### src/rtl/ysyx_23060251_ifu_pkg.sv
// Shared widths, reset PC and state encoding for the fetch unit.
// Optional perf counters: YSYX_23060251_IFU_PERF_EN.
package ysyx_23060251_ifu_pkg;

  localparam int IFU_PC_W   = 32;
  localparam int IFU_INST_W = 32;

  localparam logic [IFU_PC_W-1:0] IFU_RESET_PC = 32'h8000_0000;

  typedef enum logic [1:0] {
    IDLE = 2'd0,
    REQ  = 2'd1,
    WAIT = 2'd2,
    HOLD = 2'd3
  } ifu_state_t;

endpackage

### src/rtl/ysyx_23060251_ifu_pc_gen.sv
// PC register, +4 adder, redirect mux and the drop flag
// that marks the single outstanding response as stale.
module ysyx_23060251_ifu_pc_gen
  import ysyx_23060251_ifu_pkg::*;
#(
  parameter int               PC_W     = IFU_PC_W,
  parameter logic [PC_W-1:0]  RESET_PC = IFU_RESET_PC
) (
  input  logic            clk,
  input  logic            rst,
  input  ifu_state_t      state,
  input  logic            redirect_valid,
  input  logic [PC_W-1:0] redirect_pc,
  input  logic            r_fire,
  input  logic            d_fire,
  output logic [PC_W-1:0] pc_nxt,
  output logic            drop
);

  logic [PC_W-1:0] pc;
  logic            in_flight;

  // a request is still owed a response unless it is arriving now
  assign in_flight = (state == REQ) ||
                     ((state == WAIT) && !r_fire);

  // redirect beats sequential advance
  always_comb begin
    pc_nxt = pc;
    if (redirect_valid)
      pc_nxt = redirect_pc;
    else if (d_fire)
      pc_nxt = pc + PC_W'(4);
  end

  // pc follows pc_nxt; drop is set by a redirect that overtakes
  // an outstanding request and cleared when that response lands
  always_ff @(posedge clk) begin
    if (rst) begin
      pc   <= RESET_PC;
      drop <= 1'b0;
    end else begin
      pc <= pc_nxt;
      if (redirect_valid && in_flight)
        drop <= 1'b1;
      else if (r_fire)
        drop <= 1'b0;
    end
  end

endmodule

### src/rtl/ysyx_23060251_ifu.sv
// Instruction fetch unit: one AR/R read outstanding, {inst, pc} to IF/ID.
// Define YSYX_23060251_IFU_PERF_EN to add fetch/stall counters.
module ysyx_23060251_ifu
  import ysyx_23060251_ifu_pkg::*;
#(
  parameter logic [IFU_PC_W-1:0] RESET_PC = IFU_RESET_PC,
  parameter int                  PC_W     = IFU_PC_W,
  parameter int                  INST_W   = IFU_INST_W
) (
  input  logic              clk_i,
  input  logic              rst_i,
  input  logic              redirect_valid_i,
  input  logic [PC_W-1:0]   redirect_pc_i,
  output logic              ifu_arvalid_o,
  output logic [PC_W-1:0]   ifu_araddr_o,
  input  logic              ifu_arready_i,
  input  logic              ifu_rvalid_i,
  input  logic [INST_W-1:0] ifu_rdata_i,
  output logic              ifu_rready_o,
  output logic [INST_W-1:0] f_inst_o,
  output logic [PC_W-1:0]   f_pc_o,
  output logic              f_valid_o,
  input  logic              D_ready_i
`ifdef YSYX_23060251_IFU_PERF_EN
  ,
  output logic [63:0]       ifu_fetch_cnt_o,
  output logic [63:0]       ifu_stall_cnt_o
`endif
);

  ifu_state_t      state;
  logic [PC_W-1:0] pc_nxt;
  logic            drop;
  logic            r_fire;
  logic            d_fire;

  assign r_fire = (state == WAIT) && ifu_rvalid_i;
  assign d_fire = (state == HOLD) && D_ready_i;

  ysyx_23060251_ifu_pc_gen #(
    .PC_W     (PC_W),
    .RESET_PC (PC_W'(RESET_PC))
  ) u_pc_gen (
    .clk            (clk_i),
    .rst            (rst_i),
    .state          (state),
    .redirect_valid (redirect_valid_i),
    .redirect_pc    (redirect_pc_i),
    .r_fire         (r_fire),
    .d_fire         (d_fire),
    .pc_nxt         (pc_nxt),
    .drop           (drop)
  );

  // fetch FSM with registered bus and IF/ID outputs;
  // araddr is latched only on entry to REQ so it holds during AR stalls
  always_ff @(posedge clk_i) begin
    if (rst_i) begin
      state         <= IDLE;
      ifu_arvalid_o <= 1'b0;
      ifu_araddr_o  <= '0;
      ifu_rready_o  <= 1'b0;
      f_valid_o     <= 1'b0;
      f_pc_o        <= '0;
      f_inst_o      <= '0;
    end else begin
      unique case (state)
        IDLE: begin
          state         <= REQ;
          ifu_arvalid_o <= 1'b1;
          ifu_araddr_o  <= pc_nxt;
        end
        REQ: begin
          if (ifu_arready_i) begin
            state         <= WAIT;
            ifu_arvalid_o <= 1'b0;
            ifu_rready_o  <= 1'b1;
          end
        end
        WAIT: begin
          if (ifu_rvalid_i) begin
            ifu_rready_o <= 1'b0;
            if (drop || redirect_valid_i) begin
              state         <= REQ;
              ifu_arvalid_o <= 1'b1;
              ifu_araddr_o  <= pc_nxt;
            end else begin
              state     <= HOLD;
              f_valid_o <= 1'b1;
              f_inst_o  <= ifu_rdata_i;
              f_pc_o    <= ifu_araddr_o;
            end
          end
        end
        HOLD: begin
          if (redirect_valid_i || D_ready_i) begin
            state         <= REQ;
            f_valid_o     <= 1'b0;
            ifu_arvalid_o <= 1'b1;
            ifu_araddr_o  <= pc_nxt;
          end
        end
        default: state <= IDLE;
      endcase
    end
  end

`ifdef YSYX_23060251_IFU_PERF_EN
  // count accepted fetches and cycles spent waiting on memory
  always_ff @(posedge clk_i) begin
    if (rst_i) begin
      ifu_fetch_cnt_o <= '0;
      ifu_stall_cnt_o <= '0;
    end else begin
      if (f_valid_o && D_ready_i)
        ifu_fetch_cnt_o <= ifu_fetch_cnt_o + 64'd1;
      if ((state == REQ) || (state == WAIT))
        ifu_stall_cnt_o <= ifu_stall_cnt_o + 64'd1;
    end
  end
`else
  // no performance counters in this build
`endif

endmodule
### config.mk
export PLATFORM = sky130hd
export DESIGN_NAME = ysyx_23060251_ifu
export DESIGN_NICKNAME = d
export VERILOG_FILES = /design/src/rtl/ysyx_23060251_ifu_pkg.sv /design/src/rtl/ysyx_23060251_ifu_pc_gen.sv /design/src/rtl/ysyx_23060251_ifu.sv
export SDC_FILE = /design/constraint.sdc
export NUM_CORES = 1
export LEC_CHECK = 0
export ABC_AREA = 1
export CAP_MARGIN = 0
export CORE_ASPECT_RATIO = 2
export CORE_MARGIN = 2
export CORE_UTILIZATION = 49
export DETAILED_ROUTE_END_ITERATION = 8
export PLACE_DENSITY_LB_ADDON = 0.08
export REMOVE_ABC_BUFFERS = 1
export SETUP_SLACK_MARGIN = 0.02
export SLEW_MARGIN = 20
export SYNTH_ARGS = -nofsm -noshare
export SYNTH_HDL_FRONTEND = slang
export SYNTH_HIERARCHICAL = 1
export SYNTH_SLANG_ARGS = --single-unit
### constraint.sdc
create_clock -name clk_i -period 2.32 [get_ports clk_i]
set_input_delay 0.464 -clock clk_i [delete_from_list [all_inputs] [get_ports clk_i]]
set_output_delay 0.464 -clock clk_i [all_outputs]
set_load 0.01 [all_outputs]
==> impl_results.md <==
* Yosys top cell by area: dfxtp_1
* Seq/Total Area, Yosys at between 40% and 50%
* # diodes at 0
* # DRC at 0
* Vias in the first global route at 5641
* Clock buffer depth at 2
* Psw at 1.88 mW
* Hold Crit Class: input pin to register
* Max_cap viols at 0
* Slowest stage delay, CP at 420 ps
* PD cells at ~780 mW/mm^2
* Die height at between 150 and 200 um
* Crit share post-route at 87.7%
* Pin count of the biggest net entering global routing at 55
* Max Transition Viols Final at 0
* Core Area at 0.0125 sq mm
* Required @ worst endpoint at 2640 ps
* Register Area at 0.00268 sq mm
* Antenna Violating Nets Remaining at 0
* Final core utilization at between 60% and 70%
* Clock latency on the worst-skew pair at 420 ps
* # fillers at 1107
* Multiplexer area fraction after synthesis at less than 1%
* Fmax at 491 MHz
* Drt wl/cell at approximately 13 um
* Commonest non-fill, non-tap cell in the layout: nand2_1
* Root Buffer: clkbuf_16
* Critical path's most frequent cell: nand2_1
* CTS Sinks at ~130
* Final wirelength at 16500 um
* Worst VDD drop at 0.546 mV
* Mapped cell area at approximately 0.0062 sq mm
* Combinational share of power at 19.4%
* Initial DRC Count at 259
* Tmin final at 2040 ps
* Clock Skews at 9.29 ps
* Slowest CP cell: dfxtp_1
* Static leakage at 3.68 nW
* Area delta synth->final at 40.3%
* Ys Warns at 6
* Area contributors post-synth: dfxtp_1, nand2_1, nand3_1, a21oi_1, nor2_1
* Layout cells sized above 1 at 9.07%
* WP data arrival at 2350 ps
* Synth cell types at 39
* Yosys reg bits at approximately 130
* FP Rows at 58
* Area of the die at 0.0136 sq mm
* CTS Buf Count at 17
* Hold-fix buffers, CTS at 0
* Via Count at 6108
* H-Tree Depth at 4
* Overall power at slightly below 7 mW
* XOR/XNOR Fraction of Synth Area at 0.423%
* Avg Inst Size Synth at between 6 and 7 sq um
* Worst slew pin tran at just over 500 ps
* Type of origin of the critical path: register
* Setup TNS at 0 ps
* RSZ-0062 raised after global routing: false
* Detailed Place HPWL at 11900 um
* Hold Fails Final Rpt at 0
* CTS tree: done
* # IOs at 169
* Initial antenna violation count at 0
* Synth Area in Compound Gates at 10.2%
* Simple-Gate Fraction of Synth Area at 35.6%
* Sw Ratio at 27.5%
* Pre-antenna DRT Iters at 4
* CP Class: register to register
* Die X at 83.6 um
* GRT Total Usage at 24.2%
* Yosys top cell area share at 43.2%
* Status: complete, no violations
* Postcts setup bufs at 0
* RD Place Congestion at 0.938
* Largest family of logic cells by synthesized area: simple AND/OR/NAND/NOR gates
* Clock Power Share at 41.6%
* Clk slew on worst S/H paths at around 60 ps
* Resize count post-CTS at 0
* Crit-path max FO at 6
* First-pass GRT wire length at 26700 um
* Crit path capture type: register
* Worst slew margin relative to its limit at 65.8%
* Starting Density at 49.8%
* IO buf count at 168
* Seq pwr share at 39.0%
* GR Overflow Total at 0
* Synth Instances at 903
* Most frequent cells in the layout: nand2_1, clkdlybuf4s50_1, dfxtp_1, nor2_1, nand3_1
* Drt via density at 4.97
* Critical path cell sequence: ha_2, nand2_1, inv_1, nand3_4, nor2_1, nand3_1, nor2_1, nand2_1, nand3_1, nand2_1, inv_1, nand2_1, nand2_1, nor2_1
* Layout Nets at 1143
* Post-Synth Adder-Cell Area at 1.21%
* Area of the multi-input gates at 0.00296 sq mm
* Int Pwr at 4.96 mW
* Setup violators final at 0
-- path summary, 6_finish.rpt --
kind,slack (ps),depth (start not counted),to,from
hold reg to reg,460,2,f_inst_o[22],f_inst_o[22]
hold / removal,400,2,u_pc_gen/pc[26],rst_i
setup reg to reg,280,14,ifu_araddr_o[24],state[1]
setup / recovery,280,14,ifu_araddr_o[24],state[1]
-- power by group through the flow --
stage          Sequential (mW)  Clock [mW]  Combinational [mW]
6_report                  2.66        2.84                1.33
5_1_grt                   2.69        2.99                1.49
4_1_cts                   2.66        2.91                1.35
3_5_place_dp              2.71           0                1.34
3_3_place_gp              2.71           0                1.33
2_1_floorplan             2.75           0               0.564
-- critical path, delay by kind of cell (launching register included) --
| family | cells | cell delay [ps] |
|---|---|---|
| simple gates | 11 | 1070 |
| flops | 1 | 420 |
| fa+ha+maj | 1 | 240 |
| buf+inv | 2 | 210 |
-- synth_stat cells, drive strengths merged --
library cell / number
xnor2: 1
nand3: 105
nand3b: 1
a31oi: 1
or2: 6
and2: 2
nand2: 268
inv: 86
nor3: 3
a21oi: 98
clkinv: 1
nor2: 114
xor2: 2
o221ai: 1
nand4: 9
ha: 6
o21ai: 12
dfxtp: 134
o21bai: 3
o21a: 1
mux2: 1
clkbuf: 18
o211ai: 1
buf: 29
-- cell families after synthesis --
kind of cell    count (synthesis)
simple gates                  508
buf+inv                       134
flops                         134
compound gates                117
fa+ha+maj                       6
xor+xnor                        3
mux                             1
-- final cells by class --
type	count	area share (%)
inverters	87	3.75
flip-flops and latches	134	30.8
well taps	150	2.15
repair buffers	192	22.1
clock inverters	14	2.28
multi-input cells	635	33.9
clock buffers	18	4.93
-- state kept, by name, indices dropped and copies added, names as in the netlist --
| signal | cells |
|---|---|
| ifu_araddr_o | 32 |
| u_pc_gen/pc | 32 |
| f_inst_o | 32 |
| ifu_arvalid_o | 1 |
| f_pc_o | 32 |
| ifu_rready_o | 1 |
| u_pc_gen/drop | 1 |
| state | 2 |
| f_valid_o | 1 |
-- per-stage QoR --
stage	setup WS [ps]	std cells	instance area [sq um]	hold slack, ps
6_report	284	1230	8710	402
3_3_place_gp	0.220	1198	8080	446
4_1_cts	264	1230	8710	389
3_5_place_dp	-11.3	1198	8080	450
5_1_grt	35.4	1230	8710	408
2_1_floorplan	45.1	856	5960	442
-- routing by layer --
| layer | global-route usage (%) | wire (um) | vias up | share of wire [%] |
|---|---|---|---|---|
| met5 | 0 | 0 | - | 0 |
| met4 | 10.7 | 445 | 0 | 2.7 |
| met2 | 45.1 | 8950 | 158 | 54 |
| met3 | 4.19 | 763 | 33 | 4.6 |
| li1 | - | - | 3187 | - |
| met1 | 26.4 | 6390 | 2730 | 39 |
(Power assumes the default switching activity.)
